## src/rtl/multi_alarm_pkg.sv

```systemverilog
// multi_alarm_pkg: shared types and constants for the multi-channel alarm.
//   - time_field_t : 7-bit binary hour/minute/second field
//   - ch_state_e   : per-channel state (SNOOZE exists only with MULTI_ALARM_SNOOZE_EN)
//   - HourMax / MinSecMax : largest legal hour (23) and minute/second (59)
//   - time_valid() : range check of a written time
//   - add_minutes(): hour:minute plus a small minute offset, wrapping at midnight
// Optional feature macro: MULTI_ALARM_SNOOZE_EN.
package multi_alarm_pkg;

  typedef logic [6:0] time_field_t;

  localparam time_field_t HourMax   = 7'd23;
  localparam time_field_t MinSecMax = 7'd59;

`ifdef MULTI_ALARM_SNOOZE_EN
  typedef enum logic [1:0] {
    ChIdle    = 2'd0,
    ChRinging = 2'd1,
    ChSnooze  = 2'd2
  } ch_state_e;
`else
  typedef enum logic [1:0] {
    ChIdle    = 2'd0,
    ChRinging = 2'd1
  } ch_state_e;
`endif

  function automatic logic time_valid(input time_field_t h, input time_field_t m,
                                      input time_field_t s);
    return (h <= HourMax) && (m <= MinSecMax) && (s <= MinSecMax);
  endfunction

  // Returns {hour, minute}; delta must not exceed 60.
  function automatic logic [13:0] add_minutes(input time_field_t h, input time_field_t m,
                                              input int unsigned delta);
    logic [7:0]  m_sum;
    time_field_t h_new;
    time_field_t m_new;
    m_sum = {1'b0, m} + 8'(delta);
    if (m_sum > {1'b0, MinSecMax}) begin
      m_new = 7'(m_sum - 8'd60);
      h_new = (h == HourMax) ? 7'd0 : h + 7'd1;
    end else begin
      m_new = m_sum[6:0];
      h_new = h;
    end
    return {h_new, m_new};
  endfunction

endpackage

```

## src/rtl/multi_alarm_channel.sv

```systemverilog
// alarm_channel: one alarm channel (stored time, armed flag, IDLE/RINGING[/SNOOZE]).
// Ports:
//   clk, reset        : clock, synchronous active-low reset
//   sec_tick          : one-cycle pulse per second
//   hour/min/sec      : current time
//   wr                : validated write addressed to this channel (wins over everything)
//   wr_hour/min/sec   : alarm time to load; wr_arm: armed flag to load
//   stop_hit          : stop edge aimed at this channel (it is the reported ring_ch)
//   snooze_hit        : snooze edge aimed at this channel (MULTI_ALARM_SNOOZE_EN only)
//   stop_idle         : stop edge while nothing rings (MULTI_ALARM_SNOOZE_EN only)
//   armed             : stored armed flag
//   ringing_nxt       : channel will be RINGING after this edge (feeds registered outputs)
// Optional feature macro: MULTI_ALARM_SNOOZE_EN.
module alarm_channel
  import multi_alarm_pkg::*;
#(
  parameter int unsigned RING_SECS  = 60,
  parameter int unsigned SNOOZE_MIN = 5
) (
  input  logic       clk,
  input  logic       reset,
  input  logic       sec_tick,
  input  logic [6:0] hour,
  input  logic [6:0] min,
  input  logic [6:0] sec,
  input  logic       wr,
  input  logic [6:0] wr_hour,
  input  logic [6:0] wr_min,
  input  logic [6:0] wr_sec,
  input  logic       wr_arm,
  input  logic       stop_hit,
`ifdef MULTI_ALARM_SNOOZE_EN
  input  logic       snooze_hit,
  input  logic       stop_idle,
`endif
  output logic       armed,
  output logic       ringing_nxt
);

  ch_state_e   state_q, state_d;
  logic [7:0]  cnt_q, cnt_d;
  time_field_t al_hour_q, al_hour_d;
  time_field_t al_min_q, al_min_d;
  time_field_t al_sec_q, al_sec_d;
  logic        armed_q, armed_d;
  logic        alarm_match;

`ifdef MULTI_ALARM_SNOOZE_EN
  // Wake time: the time this ring started at; each snooze pushes it forward.
  time_field_t wk_hour_q, wk_hour_d;
  time_field_t wk_min_q, wk_min_d;
  time_field_t wk_sec_q, wk_sec_d;
  logic        wake_match;

  assign wake_match = sec_tick && (hour == wk_hour_q) && (min == wk_min_q) && (sec == wk_sec_q);
`endif

  assign alarm_match = sec_tick && armed_q &&
                       (hour == al_hour_q) && (min == al_min_q) && (sec == al_sec_q);

  always_comb begin
    state_d   = state_q;
    cnt_d     = cnt_q;
    al_hour_d = al_hour_q;
    al_min_d  = al_min_q;
    al_sec_d  = al_sec_q;
    armed_d   = armed_q;
`ifdef MULTI_ALARM_SNOOZE_EN
    wk_hour_d = wk_hour_q;
    wk_min_d  = wk_min_q;
    wk_sec_d  = wk_sec_q;
`endif
    if (wr) begin
      state_d   = ChIdle;
      cnt_d     = '0;
      al_hour_d = wr_hour;
      al_min_d  = wr_min;
      al_sec_d  = wr_sec;
      armed_d   = wr_arm;
    end else begin
      case (state_q)
        ChIdle: begin
          if (alarm_match) begin
            state_d = ChRinging;
            cnt_d   = '0;
`ifdef MULTI_ALARM_SNOOZE_EN
            wk_hour_d = al_hour_q;
            wk_min_d  = al_min_q;
            wk_sec_d  = al_sec_q;
`endif
          end
        end
        ChRinging: begin
          if (stop_hit) begin
            state_d = ChIdle;
            cnt_d   = '0;
`ifdef MULTI_ALARM_SNOOZE_EN
          end else if (snooze_hit) begin
            state_d = ChSnooze;
            cnt_d   = '0;
            {wk_hour_d, wk_min_d} = add_minutes(wk_hour_q, wk_min_q, SNOOZE_MIN);
`endif
          end else if (sec_tick) begin
            if (cnt_q == 8'(RING_SECS - 1)) begin
              state_d = ChIdle;
              cnt_d   = '0;
            end else begin
              cnt_d = cnt_q + 8'd1;
            end
          end
        end
`ifdef MULTI_ALARM_SNOOZE_EN
        ChSnooze: begin
          if (stop_idle) begin
            state_d = ChIdle;
          end else if (wake_match) begin
            state_d = ChRinging;
            cnt_d   = '0;
          end
        end
`endif
        default: state_d = ChIdle;
      endcase
    end
  end

  always_ff @(posedge clk) begin
    if (!reset) begin
      state_q   <= ChIdle;
      cnt_q     <= '0;
      al_hour_q <= '0;
      al_min_q  <= '0;
      al_sec_q  <= '0;
      armed_q   <= 1'b0;
`ifdef MULTI_ALARM_SNOOZE_EN
      wk_hour_q <= '0;
      wk_min_q  <= '0;
      wk_sec_q  <= '0;
`endif
    end else begin
      state_q   <= state_d;
      cnt_q     <= cnt_d;
      al_hour_q <= al_hour_d;
      al_min_q  <= al_min_d;
      al_sec_q  <= al_sec_d;
      armed_q   <= armed_d;
`ifdef MULTI_ALARM_SNOOZE_EN
      wk_hour_q <= wk_hour_d;
      wk_min_q  <= wk_min_d;
      wk_sec_q  <= wk_sec_d;
`endif
    end
  end

  assign armed       = armed_q;
  assign ringing_nxt = (state_d == ChRinging);

endmodule

```

## src/rtl/multi_alarm.sv

```systemverilog
// multi_alarm: N_CH independent alarm channels sharing one time base.
// Ports:
//   clk, reset           : clock, synchronous active-low reset
//   sec_tick             : one-cycle pulse per second; hour/min/sec: current time
//   wr_en, wr_ch         : channel setup strobe and target channel
//   wr_hour/min/sec, wr_arm : time and armed flag to store (ignored if out of range)
//   stop, snooze         : key levels; rising edges act on the reported ring_ch
//   ring, ring_ch        : registered "any channel ringing" and lowest ringing index
//   armed_mask           : per-channel armed flags
// Optional feature macro: MULTI_ALARM_SNOOZE_EN (snooze support; input ignored otherwise).
module multi_alarm
  import multi_alarm_pkg::*;
#(
  parameter int unsigned N_CH       = 4,
  parameter int unsigned RING_SECS  = 60,
  parameter int unsigned SNOOZE_MIN = 5,
  localparam int unsigned ChW       = (N_CH > 1) ? $clog2(N_CH) : 1
) (
  input  logic            clk,
  input  logic            reset,
  input  logic            sec_tick,
  input  logic [6:0]      hour,
  input  logic [6:0]      min,
  input  logic [6:0]      sec,
  input  logic            wr_en,
  input  logic [ChW-1:0]  wr_ch,
  input  logic [6:0]      wr_hour,
  input  logic [6:0]      wr_min,
  input  logic [6:0]      wr_sec,
  input  logic            wr_arm,
  input  logic            stop,
  input  logic            snooze,
  output logic            ring,
  output logic [ChW-1:0]  ring_ch,
  output logic [N_CH-1:0] armed_mask
);

  logic            stop_q;
  logic            stop_rise;
  logic            wr_valid;
  logic [N_CH-1:0] ringing_nxt;
  logic            ring_q, ring_d;
  logic [ChW-1:0]  ring_ch_q, ring_ch_d;

  assign stop_rise = stop && !stop_q;
  assign wr_valid  = wr_en && time_valid(wr_hour, wr_min, wr_sec);

`ifdef MULTI_ALARM_SNOOZE_EN
  logic snooze_q;
  logic snooze_rise;
  logic stop_idle;

  // Stop wins over a simultaneous snooze edge.
  assign snooze_rise = snooze && !snooze_q && !stop_rise;
  assign stop_idle   = stop_rise && !ring_q;
`else
  logic unused_snooze;
  assign unused_snooze = snooze;
`endif

  for (genvar i = 0; i < N_CH; i++) begin : g_ch
    logic sel_wr;
    logic is_ring_ch;

    assign sel_wr     = wr_valid && (wr_ch == ChW'(i));
    // ring_q/ring_ch_q mirror the current channel states, so they name the target.
    assign is_ring_ch = ring_q && (ring_ch_q == ChW'(i));

    alarm_channel #(
      .RING_SECS (RING_SECS),
      .SNOOZE_MIN(SNOOZE_MIN)
    ) u_ch (
      .clk        (clk),
      .reset      (reset),
      .sec_tick   (sec_tick),
      .hour       (hour),
      .min        (min),
      .sec        (sec),
      .wr         (sel_wr),
      .wr_hour    (wr_hour),
      .wr_min     (wr_min),
      .wr_sec     (wr_sec),
      .wr_arm     (wr_arm),
      .stop_hit   (stop_rise && is_ring_ch),
`ifdef MULTI_ALARM_SNOOZE_EN
      .snooze_hit (snooze_rise && is_ring_ch),
      .stop_idle  (stop_idle),
`endif
      .armed      (armed_mask[i]),
      .ringing_nxt(ringing_nxt[i])
    );
  end

  // Priority encoder on next-state so the outputs are registered alongside the states.
  always_comb begin
    ring_d    = |ringing_nxt;
    ring_ch_d = '0;
    for (int i = int'(N_CH) - 1; i >= 0; i--) begin
      if (ringing_nxt[i]) ring_ch_d = ChW'(i);
    end
  end

  always_ff @(posedge clk) begin
    if (!reset) begin
      stop_q    <= 1'b0;
      ring_q    <= 1'b0;
      ring_ch_q <= '0;
`ifdef MULTI_ALARM_SNOOZE_EN
      snooze_q  <= 1'b0;
`endif
    end else begin
      stop_q    <= stop;
      ring_q    <= ring_d;
      ring_ch_q <= ring_ch_d;
`ifdef MULTI_ALARM_SNOOZE_EN
      snooze_q  <= snooze;
`endif
    end
  end

  assign ring    = ring_q;
  assign ring_ch = ring_ch_q;

endmodule

```

## config.mk

```make
export PLATFORM = sky130hd
export DESIGN_NAME = multi_alarm
export DESIGN_NICKNAME = d
export VERILOG_FILES = /design/src/rtl/multi_alarm_pkg.sv /design/src/rtl/multi_alarm_channel.sv /design/src/rtl/multi_alarm.sv
export SDC_FILE = /design/constraint.sdc
export NUM_CORES = 1
export LEC_CHECK = 0
export ABC_AREA = 1
export BUFFER_PORTS_ARGS = -buffer_cell sky130_fd_sc_hd__buf_2
export CAP_MARGIN = 40
export CORE_MARGIN = 2
export CORE_UTILIZATION = 44
export DETAILED_ROUTE_END_ITERATION = 8
export HOLD_SLACK_MARGIN = 0.12
export MAX_ROUTING_LAYER = met4
export SLEW_MARGIN = 20
export SYNTH_ARGS = -nofsm -noshare
export SYNTH_HDL_FRONTEND = slang
export SYNTH_HIERARCHICAL = 1
export SYNTH_SLANG_ARGS = --single-unit
export TNS_END_PERCENT = 30
```

## constraint.sdc

```tcl
create_clock -name clk -period 2.8 [get_ports clk]
set_input_delay 0.28 -clock clk [delete_from_list [all_inputs] [get_ports clk]]
set_output_delay 0.28 -clock clk [all_outputs]
set_load 0.05 [all_outputs]
```

==> results by stage, run 1 <==
Pwr:
- The static leakage power is 0.00405 µW.
- The combinational power share is 6.0%.
- The switching power is 1030 µW.
- The worst IR drop on VDD is 412 µV.
- The portion of total power attributed to the clock network is 53.4%.
- Of the total power, registers draw 40.6%.
- The switching portion of total power is 22.1%.
- The overall power consumption is 4670 µW.
- The internal portion of total power is 3640 µW.
- Power spread over the standard cell area amounts to 536 nW/µm².

STA:
- The routed design could run at a clock period as short as 2.11 ns.
- The worst pin sits at a relative slew slack of 55.1%.
- Adding up every negative setup slack in the final design gives 0 ns.
- The number of pins exceeding their max-slew limit in the final report was 0.
- The hold violation count in the final report is 0.
- Setup repair after global routing left no endpoint under its margin.
- Based on the critical path, the design can be clocked at up to 474 MHz.
- The share of the clock period used by the worst path is 75.3%.
- Across the routed clock network, the largest skew measured is 0.0107 ns.
- Setup violations remaining at the end of the flow were counted as 0.
- For the pin with the worst max-slew slack, the measured transition is 0.674 ns.

Synth:
- Of the total synthesized cell area, the portion taken by full adders, half adders and majority gates is 0.658%.
- The number of enable-type register cells in the synthesized netlist is 0.
- Each instance of the synthesized netlist takes up on average 6.16 µm².
- The synthesized netlist net count is 1290.
- The synthesized instance count is 1235.
- The area share of the largest cell type after synthesis is 34.7%.
- By area the synthesized netlist is led by sky130_fd_sc_hd__dfxtp_1, sky130_fd_sc_hd__nand2_1, sky130_fd_sc_hd__inv_1.
- In this run, distinct cell masters in the synthesized netlist total 28.
- The async set-reset flop share out of synthesis is 0%.
- After synthesis the cells add up to 7600 µm².
- The most common flop cell mapped by yosys is sky130_fd_sc_hd__dfxtp_1.
- Summing the areas of all compound-gate instances in the mapped netlist gives 13.1% of the synthesized area.
- The synthesized-area fraction occupied by xor and xnor cells is 1.38%.
- The synthesis-stage register bit count is 132.
- The share of synthesized area spent on multiplexers is 0%.
- The Yosys step of the flow raised 6 warnings.
- The most common cell in the synthesized netlist is sky130_fd_sc_hd__nand2_1.
- The library cell occupying the most area in the post-synthesis netlist is sky130_fd_sc_hd__dfxtp_1.
- By count the netlist is led by sky130_fd_sc_hd__nand2_1, sky130_fd_sc_hd__inv_1, sky130_fd_sc_hd__nor2_1.
- The post-synthesis sequential area ratio is 34.7%.
- After synthesis, the largest family of logic cells by area is simple AND/OR/NAND/NOR gates.
- The area share of and/or/nand/nor cells after synthesis is 35.8%.

Global routing:
- The number of antenna violations at the first check in global routing was 1.
- The maximum number of pins on one net before global-route repair is 58.
- The via count of the first global-routing pass came to 6345.
- The wire length of the first global-routing pass is 30.4 mm.
- Across every metal layer, demand over resource in global routing totals 21.3%.
- For this run the aggregate overflow at the end of global routing stands at 0.

Outcome:
- The run finished with clean final reports.

Cells and area:
- The net count of the finished layout is 1341.
- Once layout is complete, the utilization of the core stands at 50.9%.
- In the final layout, the share of cells above drive strength 1 is 11.0%.
- After the flow finishes, the layout carries non-filler instances totaling 1525.
- From synthesis to final layout, the design area changed by 14.6%.

Routing:
- The length of the first detailed-routing pass in iterations is 5.
- The number of vias after detailed routing is 7121.
- In the final routed layout, each cell accounts on average for 11.9 µm.
- The DRC violation count after routing is 0.
- The total wirelength of the detailed-routed design is 18.1 mm.
- The average vias per placed instance is 4.67.
- In this run, the number of DRC markers left after iteration 0 of detailed routing was 331.
- In this run the remaining antenna-violating nets after routing total 0.

CTS:
- After clock tree synthesis, the clock-pin slew on the worst setup and hold paths is 0.06 ns.
- The maximum level of the CTS H-tree is 4.
- The TritonCTS clock tree is built.
- The post-CTS setup-driven buffer insertion count is 0.
- The clock reaches the later pin of the worst-skew pair after 0.42 ns.
- The maximum buffer depth of the clock tree is 2.
- The number of gates resized after CTS was 0.
- TritonCTS created 17 clock buffers.
- The CTS sink count is 132.
- The tree is rooted in a sky130_fd_sc_hd__clkbuf_16.

Critical path:
- In this run the critical register-to-register path is captured at ring_ch[1].
- In this run the register-to-register setup slack is 0.84 ns.
- The worst setup path is launched from a primary input.
- The signal on the critical path passes through dlygate4sd3_1, buf_2, nand2_1, nor4_1, inv_1, nand2_2, or2_1, buf_4, nand3b_1, inv_1, nor2_1, nor4_1.
- The worst-path cell with the longest stage delay is sky130_fd_sc_hd__dlygate4sd3_1.
- The critical path data required time is 3.12 ns.
- In this run the worst path has a maximum fanout of 16.
- The type of the worst setup path is in -> reg.
- The startpoint identified for the worst register-to-register timing path is ring.
- For the worst setup path, the data arrival time is 2.42 ns.
- STA classifies the critical path endpoint as a flop.
- The largest single stage delay on the critical path is 0.52 ns.
- The number of cells on the worst reg-to-reg path is 10.

Floorplanning:
- The chip height is 135 µm.
- The die is 135 µm wide.
- The initial standard-cell utilization of the core is 44.4%.
- The area of the die is 18400 µm².
- The floorplan core area is 17100 µm².
- The count of standard-cell rows is 48.
- The number of top-level pins is 58.

Place:
- The sum of net half-perimeters after detailed placement is 12.7 mm.
- The number of port buffers is 56.
- The placer congestion estimate is 0.824.
- The number of cells after detailed placement is 1491.

Worst hold path:
- The worst hold path was traced through 3 stages.
- The worst hold path terminates at g_ch[3].u_ch/al_sec_q[1].
- The kind of path behind the tightest hold check is in -> reg.
- The startpoint identified for the worst hold timing path is wr_sec[1].

Flow run:
- The number of max-capacitance violations reported is 0.
## cell type report
class,instances,area [µm²]
inverter,209,785
tap,225,282
sequential,132,2640
fill,1794,8400
clock inverter,12,199
multi-input combinational,854,3890
antenna,1,2.50
clock buffer,20,467
timing repair buffer,72,453
## power groups by stage
stage               sequential (µW)  clock (µW)  combinational, µW
floorplan                      1940           0                156
detailed placement             1940           0                279
global route                   1900        2620                331
finish                         1900        2500                280
global placement               1940           0                276
CTS                            1890        2550                281
## per-stage QoR
stage	setup WS [ns]	instance area, µm²	hold WS, ns
floorplan	0.888	7600	0.373
global placement	0.711	8040	0.445
detailed placement	0.681	8040	0.452
CTS	0.690	8710	0.140
global route	0.511	8720	0.154
finish	0.692	8720	0.151
## critical path, delay by kind of cell
kind,cells,cell delay (ns)
buffers and inverters,5,1.08
AND/OR/NAND/NOR,7,1.07
## layout by cell type, fill, tap and decap left out, drive strengths merged
cell type	count
conb	4
nor3	9
buf	71
nand2	334
bufinv	5
clkbuf	20
diode	1
a21oi	94
a31oi	4
xor2	4
ha	4
or2	4
nand3b	12
dfxtp	132
nand3	68
clkinv	5
xnor2	8
clkinvlp	1
dlygate4sd3	1
o21ai	92
nand4	12
nor2	200
inv	210
nor4	5
## metal layers
metal	up-vias	routed length, µm	global-route usage (%)
met1	3075	9050	27.7
met4	0	193	5.38
met2	110	8200	34.1
met3	15	640	4.30
met5	-	0	-
li1	3921	-	-
## worst max-delay path by stage
stage               startpoint                        end
global route              stop                 ring_ch[1]
CTS                       stop                 ring_ch[1]
finish                    stop                 ring_ch[1]
global placement     wr_sec[6]  g_ch[1].u_ch/al_hour_q[6]
detailed placement   wr_sec[6]  g_ch[3].u_ch/al_hour_q[0]
floorplan                 ring                 ring_ch[1]
## sequential cells by signal, summed over array words and instances (netlist names), 2 cells and up
name / cells
g_ch.u_ch/cnt_q: 32
g_ch.u_ch/al_hour_q: 28
g_ch.u_ch/al_min_q: 28
g_ch.u_ch/al_sec_q: 28
g_ch.u_ch/state_q: 8
g_ch.u_ch/armed: 4
ring_ch: 2
## cells by family after synthesis
| group | count (synthesis) |
|---|---|
| other cells | 4 |
| buf+inv | 249 |
| xor+xnor | 12 |
| fa+ha+maj | 4 |
| compound gates | 190 |
| flops | 132 |
| simple gates | 644 |
## repair_timing
action / in CTS / in global routing
hold buffers: 1 / 0
endpoints found under the setup margin: 0 / 0
hold endpoints to repair: 1 / 0
Note: power is estimated with default switching activity, not from simulation.
==> inputs of run 2 (changes only) <==
clock period = 2 ns   (was 2.8 ns; I/O delays follow)
==> run 2 against run 1 <==
Clock power grew 19%. Power increased by 30%. Cell count rose by 1.8%. Routed wire length grew 3.0%. Highest routed layer unchanged. Flip-flop and latch count stayed put. Setup slack worse by 0.55 ns. Sequential share of layout area shrank 0.56 points. Global-route usage up 0.56 points. Count of clock-buffer cells in the layout is 7 higher. Via count up 1.4%. Design area up 1.9%.
==> results by stage, run 2 (synthesized netlist as in run 1, its figures left out) <==
Outcome:
- The run finished with clean final reports.

Worst hold path:
- The cell count of the worst hold path is 3.
- The path with the worst hold slack has its endpoint at g_ch[1].u_ch/al_min_q[2].
- The worst hold path begins at wr_min[2].
- The kind of path behind the tightest hold check is in -> reg.

Critical path:
- The endpoint class of the critical path is a flop.
- The largest driver fanout on the critical path is 18.
- The number of cells on the worst reg-to-reg path is 9.
- The worst reg2reg path endpoint is ring_ch[1].
- Traced cell by cell, the critical path runs through dlygate4sd3_1, buf_2, nor2_1, nand2_1, nor2_1, nand2_2, nor2_2, buf_4, inv_1, buf_4, o21ai_0, a21oi_1.
- The startpoint class of the critical path is a primary input.
- The worst-case register-to-register setup slack is 0.23 ns.
- The type of the worst setup path is in -> reg.
- The worst register-to-register path begins at ring.
- The worst-path cell with the longest stage delay is sky130_fd_sc_hd__dlygate4sd3_1.
- For the worst setup path, the data required time is 2.30 ns.
- At the worst endpoint, the arrival time is 2.16 ns.
- On the worst path, the slowest cell contributes a delay of 0.55 ns.

STA:
- Setup repair after global routing could not meet its margin everywhere.
- The worst path uses 92.8% of the clock period.
- At the pin with the least slew margin, the transition time is 0.666 ns.
- Based on the critical path, the design can be clocked at up to 539 MHz.
- The hold violation count in the final report is 0.
- The total of endpoints with negative setup slack in the final report is 0.
- The worst max-slew margin expressed relative to the limit is 55.5%.
- The number of pins exceeding their max-slew limit in the final report was 0.
- After layout, the minimum clock period comes to 1.86 ns.
- The final worst clock skew is 0.00644 ns.
- The post-route worst setup slack is 0.145 ns.

Global routing:
- The via count of the first global-routing pass is 6472.
- The first global-routing pass estimated 30.7 mm of wire.
- The aggregate global-route resource usage is 21.9%.
- The sum of overflow across all layers after global routing is 0.
- Entering global routing, the biggest net connects 55 pins.
- The number of antenna violations at the first check in global routing is 0.

Pwr:
- Across the VDD grid, the largest voltage drop is 590 µV.
- The power per cell area is 682 nW/µm².
- In this run the static leakage power is 0.00412 µW.

Cells and area:
- The register name with the most flops is g_ch.u_ch/cnt_q.
- Compared with the post-synthesis result, the final layout area differs by 16.8%.
- Leaving out fill and tap cells, the most frequent cells in the layout are sky130_fd_sc_hd__nand2_1, sky130_fd_sc_hd__inv_1, sky130_fd_sc_hd__nor2_1.
- Leaving out fill and tap cells, the most frequent cell in the layout is sky130_fd_sc_hd__nand2_1.
- The register with the most flip-flops in the layout has 32 of them.
- The post-route cell area is 8880 µm².
- The number of antenna diodes in the final layout is 0.
- The share of cells above drive strength 1 is 11.7%.
- For this run, the post-layout net count is 1371.

Floorplanning:
- The initial standard-cell utilization of the core is 44.4%.
- The die width is 135 µm.
- The die covers 18400 µm².
- The count of standard-cell rows is 48.
- 58 I/O pins were placed.
- The region available for standard cell placement spans 17100 µm².
- The floorplan step set the die height to 135 µm.

Routing:
- The number of vias after detailed routing is 7224.
- The initial DRC count is 323.
- After detailed routing, the number of vias per cell comes to 4.65.
- After detailed routing, the number of remaining DRC violations is 0.
- For this block, the routed nets add up to 18.6 mm of wire.
- In this run the remaining antenna-violating nets after routing total 0.
- Before antenna repair, the detailed router went through 5 iterations.
- Dividing the detail-routed wire length by the instance count gives 12.0 µm.

Place:
- The sum of net half-perimeters after detailed placement is 13.1 mm.
- The placer congestion estimate is 0.816.
- The number of port buffers is 56.
- The worst setup timing slack at the placement stage is 0.213 ns.
- The area of placed instances is 8110 µm².

CTS:
- In this run the number of H-tree levels came out at 4.
- The maximum buffer depth of the clock tree is 2.
- TritonCTS created 17 clock buffers.
- The CTS sink count is 132.
- Clock tree synthesis selected as its root buffer the cell sky130_fd_sc_hd__clkbuf_16.
- The post-CTS setup-driven buffer insertion count is 0.
- The TritonCTS clock tree is built.
- Clock-pin slew was measured on the worst setup and hold paths at 0.06 ns.
- The clock reaches the later pin of the worst-skew pair after 0.42 ns.

Flow run:
- The number of max-capacitance violations reported is 0.
==> run 2: cell count changes in the layout (fill, tap and decap cells not counted), moves of 3 or more <==
cell	before	now
sky130_fd_sc_hd__bufinv_16	5	1
sky130_fd_sc_hd__nor2_1	188	185
sky130_fd_sc_hd__o21ai_0	92	86
sky130_fd_sc_hd__clkbuf_1	0	5
sky130_fd_sc_hd__nor2_2	12	15
sky130_fd_sc_hd__o21ai_1	0	5
sky130_fd_sc_hd__dlygate4sd3_1	1	18
sky130_fd_sc_hd__buf_4	11	26
==> run 2: critical path: cells and delay by family <==
| kind | cells | cell delay (ns) |
|---|---|---|
| and+or+nand+nor | 5 | 0.54 |
| AOI/OAI and AO/OA | 2 | 0.22 |
| buffers and inverters | 5 | 1.20 |
==> run 2: worst max path at each step <==
stage,startpoint,end,depth (start not counted)
2_1_floorplan,ring,ring_ch[1],10
4_1_cts,wr_hour[5],g_ch[2].u_ch/al_min_q[4],11
3_5_place_dp,wr_min[6],g_ch[3].u_ch/al_sec_q[4],10
6_report,wr_hour[5],g_ch[1].u_ch/al_min_q[3],12
3_3_place_gp,ring,ring_ch[1],9
5_1_grt,stop,ring_ch[1],12
==> run 2: what timing repair did <==
item	in CTS	in global routing
hold buffers	18	0
resized for setup	0	13
endpoints found under the hold margin	51	0
endpoints found under the setup margin	0	43
==> run 2: final cells by class <==
class | count | area (µm²)
Inverter | 209 | 785
Sequential cell | 132 | 2640
Clock buffer | 27 | 513
Multi-Input combinational cell | 854 | 3920
Clock inverter | 4 | 45.0
Timing Repair Buffer | 102 | 696
Tap cell | 225 | 282
Fill cell | 1784 | 8240
==> run 2: power breakdown <==
group	internal, µW	switching (µW)
clock network	1860	1110
logic	165	268
registers	2650	7.93
==> run 2: stage by stage <==
step	utilization, %	instances	TNS [ns]	total power (µW)	hold WS [ns]
6_report	51.9	1553	0	6060	0.119
5_1_grt	51.9	1553	-0.0401	6310	0.133
4_1_cts	51.7	1553	0	6130	0.120
3_5_place_dp	47.4	1504	0	3110	0.417
3_3_place_gp	47.4	1504	0	3110	0.417
2_1_floorplan	-	1235	0	2930	0.293
==> run 2: per-layer routing <==
metal | wire (µm) | vias up | global-route usage, %
met2 | 8480 | 115 | 35.0
met1 | 9140 | 3121 | 28.3
met4 | 197 | 0 | 5.03
met5 | 0 | - | -
met3 | 812 | 19 | 5.09
li1 | - | 3969 | -
==> inputs of run 3 (changes only) <==
ABC_AREA = default   (was 1)
==> run 3 against run 2 <==
Setup slack got worse by 0.15 ns. Via count fell by 26%. The flow now finishes with violations (setup timing). Critical path type is now reg -> reg. Area after synthesis fell by 10%.
==> results by stage, run 3 <==
STA:
- Setup violations remaining at the end of the flow were counted as 1.
- The share of the clock period used by the worst path is 100%.
- The hold violation count in the final report is 0.
- Hold is met by 0.136 ns.
- Setup repair after global routing could not meet its margin everywhere.
- The worst path in the final design needs a cycle of 2.00 ns, including I/O delays and setup.
- On the final layout, the worst clock skew is 0.0117 ns.
- The upper clock frequency limit is 500 MHz.
- The number of pins exceeding their max-slew limit in the final report is 0.
- Setup slack on the critical path of the routed design comes to -0.00194 ns.

Synth:
- The synthesized netlist contains 43 unique library cells.
- The most common flop cell mapped by yosys is sky130_fd_sc_hd__dfxtp_1.
- After synthesis, the most frequently instantiated cells are sky130_fd_sc_hd__dfxtp_1, sky130_fd_sc_hd__nor2b_1, sky130_fd_sc_hd__mux2i_1.
- The area share of the largest cell type after synthesis is 38.7%.
- In this run, synthesis inferred 0 flip-flops with an integrated enable.
- The library cell occupying the most area in the post-synthesis netlist is sky130_fd_sc_hd__dfxtp_1.
- The number of warnings printed during yosys synthesis is 6.
- The most frequently used cell type in the post-synthesis netlist is sky130_fd_sc_hd__dfxtp_1.
- In this run the cell area of the synthesized design comes to 6830 µm².
- The async set-reset flop share out of synthesis is 0%.
- Counting every instance in the synthesized netlist gives 685.
- The post-synthesis sequential area ratio is 38.7%.
- After synthesis, the mean cell area works out to 9.98 µm².
- Synthesis produced a netlist with a net count of 740.
- The synthesis-stage register bit count is 132.
- After synthesis, the cell types taking the most area are sky130_fd_sc_hd__dfxtp_1, sky130_fd_sc_hd__mux2i_1, sky130_fd_sc_hd__xor2_1.

Routing:
- The DRC violation count after routing is 0.
- The total wirelength of the detailed-routed design is 16.6 mm.
- The length of the first detailed-routing pass in iterations is 4.
- The average detailed-routed wire length per instance is 16.2 µm.
- The initial DRC count is 184.
- The average vias per placed instance is 5.20.
- Across all layers, the routed design uses 5354 vias.
- The count of nets left with antenna violations after detail routing is 0.

CTS:
- TritonCTS created 17 clock buffers.
- The clock net in this run drives a total of 132 sinks.
- Clock-pin slew was measured on the worst setup and hold paths at 0.06 ns.
- The library cell used as clock root buffer is sky130_fd_sc_hd__clkbuf_16.
- At the later pin of the worst-skew pair, clock insertion delay measures 0.42 ns.
- The H-tree was split into 4 levels.
- TritonCTS built the clock tree.
- In this run the deepest clock path goes through 2 buffers.

Pwr:
- In this run the power density over the cells is 712 nW/µm².
- The share of total power in sequential cells is 42.4%.
- The static leakage power is 0.00320 µW.
- The share of total power dissipated in combinational logic is 6.2%.
- VDD sags by at most 896 µV.
- The completed layout was analyzed and its total power is 6240 µW.
- The clock network is responsible for 51.3% of the overall power.
- The switching power is 1400 µW.
- In this run switching power makes up 22.5% of total power.
- The internal portion of the total power is 4840 µW.

Worst hold path:
- The worst hold path begins at wr_sec[4].
- The worst min-delay path endpoint is g_ch[2].u_ch/al_sec_q[4].
- The min-delay analysis places its worst path in the category in -> reg.
- Along the worst hold path, the cell count comes to 3.

Critical path:
- By startpoint and endpoint, the worst setup path is classified as reg -> reg.
- The worst-case register-to-register setup slack is -0.002 ns.
- The worst-path cell with the longest stage delay is sky130_fd_sc_hd__or4b_4.
- Counting both buffers and inverters, the worst setup path holds a total of 1.
- The worst setup path is launched from a flop.
- The largest driver fanout on the critical path is 3.
- The worst setup path is captured at a flop.
- The family with the most delay on the worst path is compound AO/OA/AOI/OAI gates.
- Traced cell by cell, the critical path runs through or4b_4, o21a_4, nor2_1, o21a_1, nor3_1, buf_4, o41a_1.
- The number of cells on the worst reg-to-reg path is 7.
- The worst reg2reg path endpoint is ring.
- The arrival time at the worst endpoint is 2.30 ns.
- For the worst setup path, the data required time is 2.30 ns.
- In this run the number of cells on the critical path is 7.
- The worst register-to-register path begins at g_ch[1].u_ch/cnt_q[2].
- The largest single stage delay on the critical path is 0.53 ns.
- The origin of the worst setup path is g_ch[1].u_ch/cnt_q[2].

Floorplanning:
- The count of standard-cell rows is 45.
- The area of the die is 16500 µm².
- The die width is 129 µm.
- The number of top-level pins is 58.
- In this run the vertical extent of the chip is 129 µm.
- The total area inside the core boundary comes to 15200 µm².
- Once the floorplan was initialized, standard cells occupied 45.0% of the core.

Cells and area:
- The register with the most flip-flops in the layout has 32 of them.
- Leaving out fill and tap cells, the most frequent cell in the layout is sky130_fd_sc_hd__dfxtp_1.
- The layout has 1360 filler cells.
- The post-route netlist has 26.5% of its cells at a drive strength greater than 1.
- 0 antenna diodes ended up in the layout.
- The top cell types in the final layout, fill and taps aside, are sky130_fd_sc_hd__dfxtp_1, sky130_fd_sc_hd__nor2b_1, sky130_fd_sc_hd__mux2i_1.
- The signed area change from the synthesized netlist to the final layout is 28.2%.
- The post-route cell area is 8760 µm².
- Ranked by flip-flop count, first place goes to g_ch.u_ch/cnt_q.
- The net count of the finished layout is 884.

Global routing:
- The sum of overflow across all layers after global routing is 0.
- In the global route stage, overall resource usage came out at 21.7%.
- Entering global routing, the biggest net connects 33 pins.
- The number of antenna violations at the first check in global routing is 0.
- The via count of the first global-routing pass is 5286.
- The wire length of the first global-routing pass is 27.0 mm.

Flow run:
- Across the run, the number of max-cap violations was 0.

Outcome:
- The checks that failed: setup timing.
- The flow ran to the end, but the final reports show violations.

Place:
- The number of port buffers is 56.
- The congestion estimate from routability-driven global placement came to 0.865.
- After detailed placement, the total cell area comes to 7820 µm².
- The wire-length estimate of the detail-placed layout is 12.2 mm.
-- run 3: cell types whose count changed after synthesis, sizes merged, moves of 77 or more --
cell / before / now
nand2: 334 / 24
inv: 209 / 1
xor2: 4 / 84
nor2: 200 / 16
o21ai: 92 / 8
a21oi: 94 / 17
mux2i: 0 / 92
nor2b: 0 / 96
-- run 3: timing repair --
item	in CTS	in global routing
setup buffers	0	9
gates resized for setup	5	24
pin swaps	1	8
endpoints found under the setup margin	12	86
endpoints found under the hold margin	40	0
hold buffers	15	0
-- run 3: how the worst max path moves through the flow --
stage,endpoint,slack (ns)
4_1_cts,ring,-0.004
3_3_place_gp,ring,-0.07
2_1_floorplan,ring_ch[1],-0.0004
3_5_place_dp,ring,-0.09
5_1_grt,g_ch[1].u_ch/cnt_q[6],-0.09
6_report,ring,-0.002
-- run 3: kinds of logic (layout without fill, tap and decap cells) --
family | count (synthesis) | in the layout | synth area share [%]
and+or+nand+nor | 262 | 262 | 25.7
DFF | 132 | 132 | 38.7
muxes | 92 | 92 | 13.5
xor gates and xnor gates | 84 | 84 | 10.8
AOI/OAI and AO/OA | 82 | 82 | 8.81
buffers and inverters | 25 | 181 | 1.59
adders and majority gates | 4 | 4 | 0.732
other | 4 | 4 | 0.220
-- run 3: layout make-up --
| type | count | area (µm²) | share of cell area (%) |
|---|---|---|---|
| multi-input cells | 528 | 4200 | 48.0 |
| well taps | 188 | 235 | 2.69 |
| clock buffers | 20 | 457 | 5.21 |
| repair buffers | 149 | 1060 | 12.1 |
| clock inverters | 11 | 151 | 1.73 |
| flip-flops and latches | 132 | 2650 | 30.2 |
| inverters | 1 | 3.75 | 0.0429 |
-- run 3: per-stage QoR --
step | instances | setup WS, ns | util (%) | setup TNS (ns)
after floorplan | 685 | -0.000412 | - | -0.000412
after global placement | 974 | -0.0742 | 51.4 | -0.359
after detailed placement | 974 | -0.0947 | 51.4 | -0.988
after CTS | 1020 | -0.00404 | 56.6 | -0.00404
after global routing | 1029 | -0.0900 | 57.6 | -0.573
final | 1029 | -0.00194 | 57.6 | -0.00194
-- run 3: worst register-to-register path: stages, from the launching register on --
cell and delay [ns]:
sky130_fd_sc_hd__dfxtp_2 0.32, sky130_fd_sc_hd__or4b_4 0.53, sky130_fd_sc_hd__o21a_4 0.23, sky130_fd_sc_hd__nor2_1 0.10, sky130_fd_sc_hd__o21a_1 0.15, sky130_fd_sc_hd__nor3_1 0.05
sky130_fd_sc_hd__buf_4 0.13, sky130_fd_sc_hd__o41a_1 0.39
-- run 3: metal layers --
metal | vias up | wire length [µm] | global-route usage [%]
met3 | 19 | 459 | 4.24
met1 | 2513 | 7600 | 25.9
li1 | 2739 | - | -
met2 | 83 | 8370 | 36.9
met4 | 0 | 206 | 6.91
met5 | - | 0 | -
-- run 3: power by group through the flow --
stage / Sequential (µW) / Clock, µW / Combinational [µW]
2_1_floorplan: 2710 / 0 / 156
3_3_place_gp: 2700 / 0 / 352
3_5_place_dp: 2700 / 0 / 355
4_1_cts: 2650 / 3270 / 383
5_1_grt: 2650 / 3400 / 422
6_report: 2650 / 3200 / 389
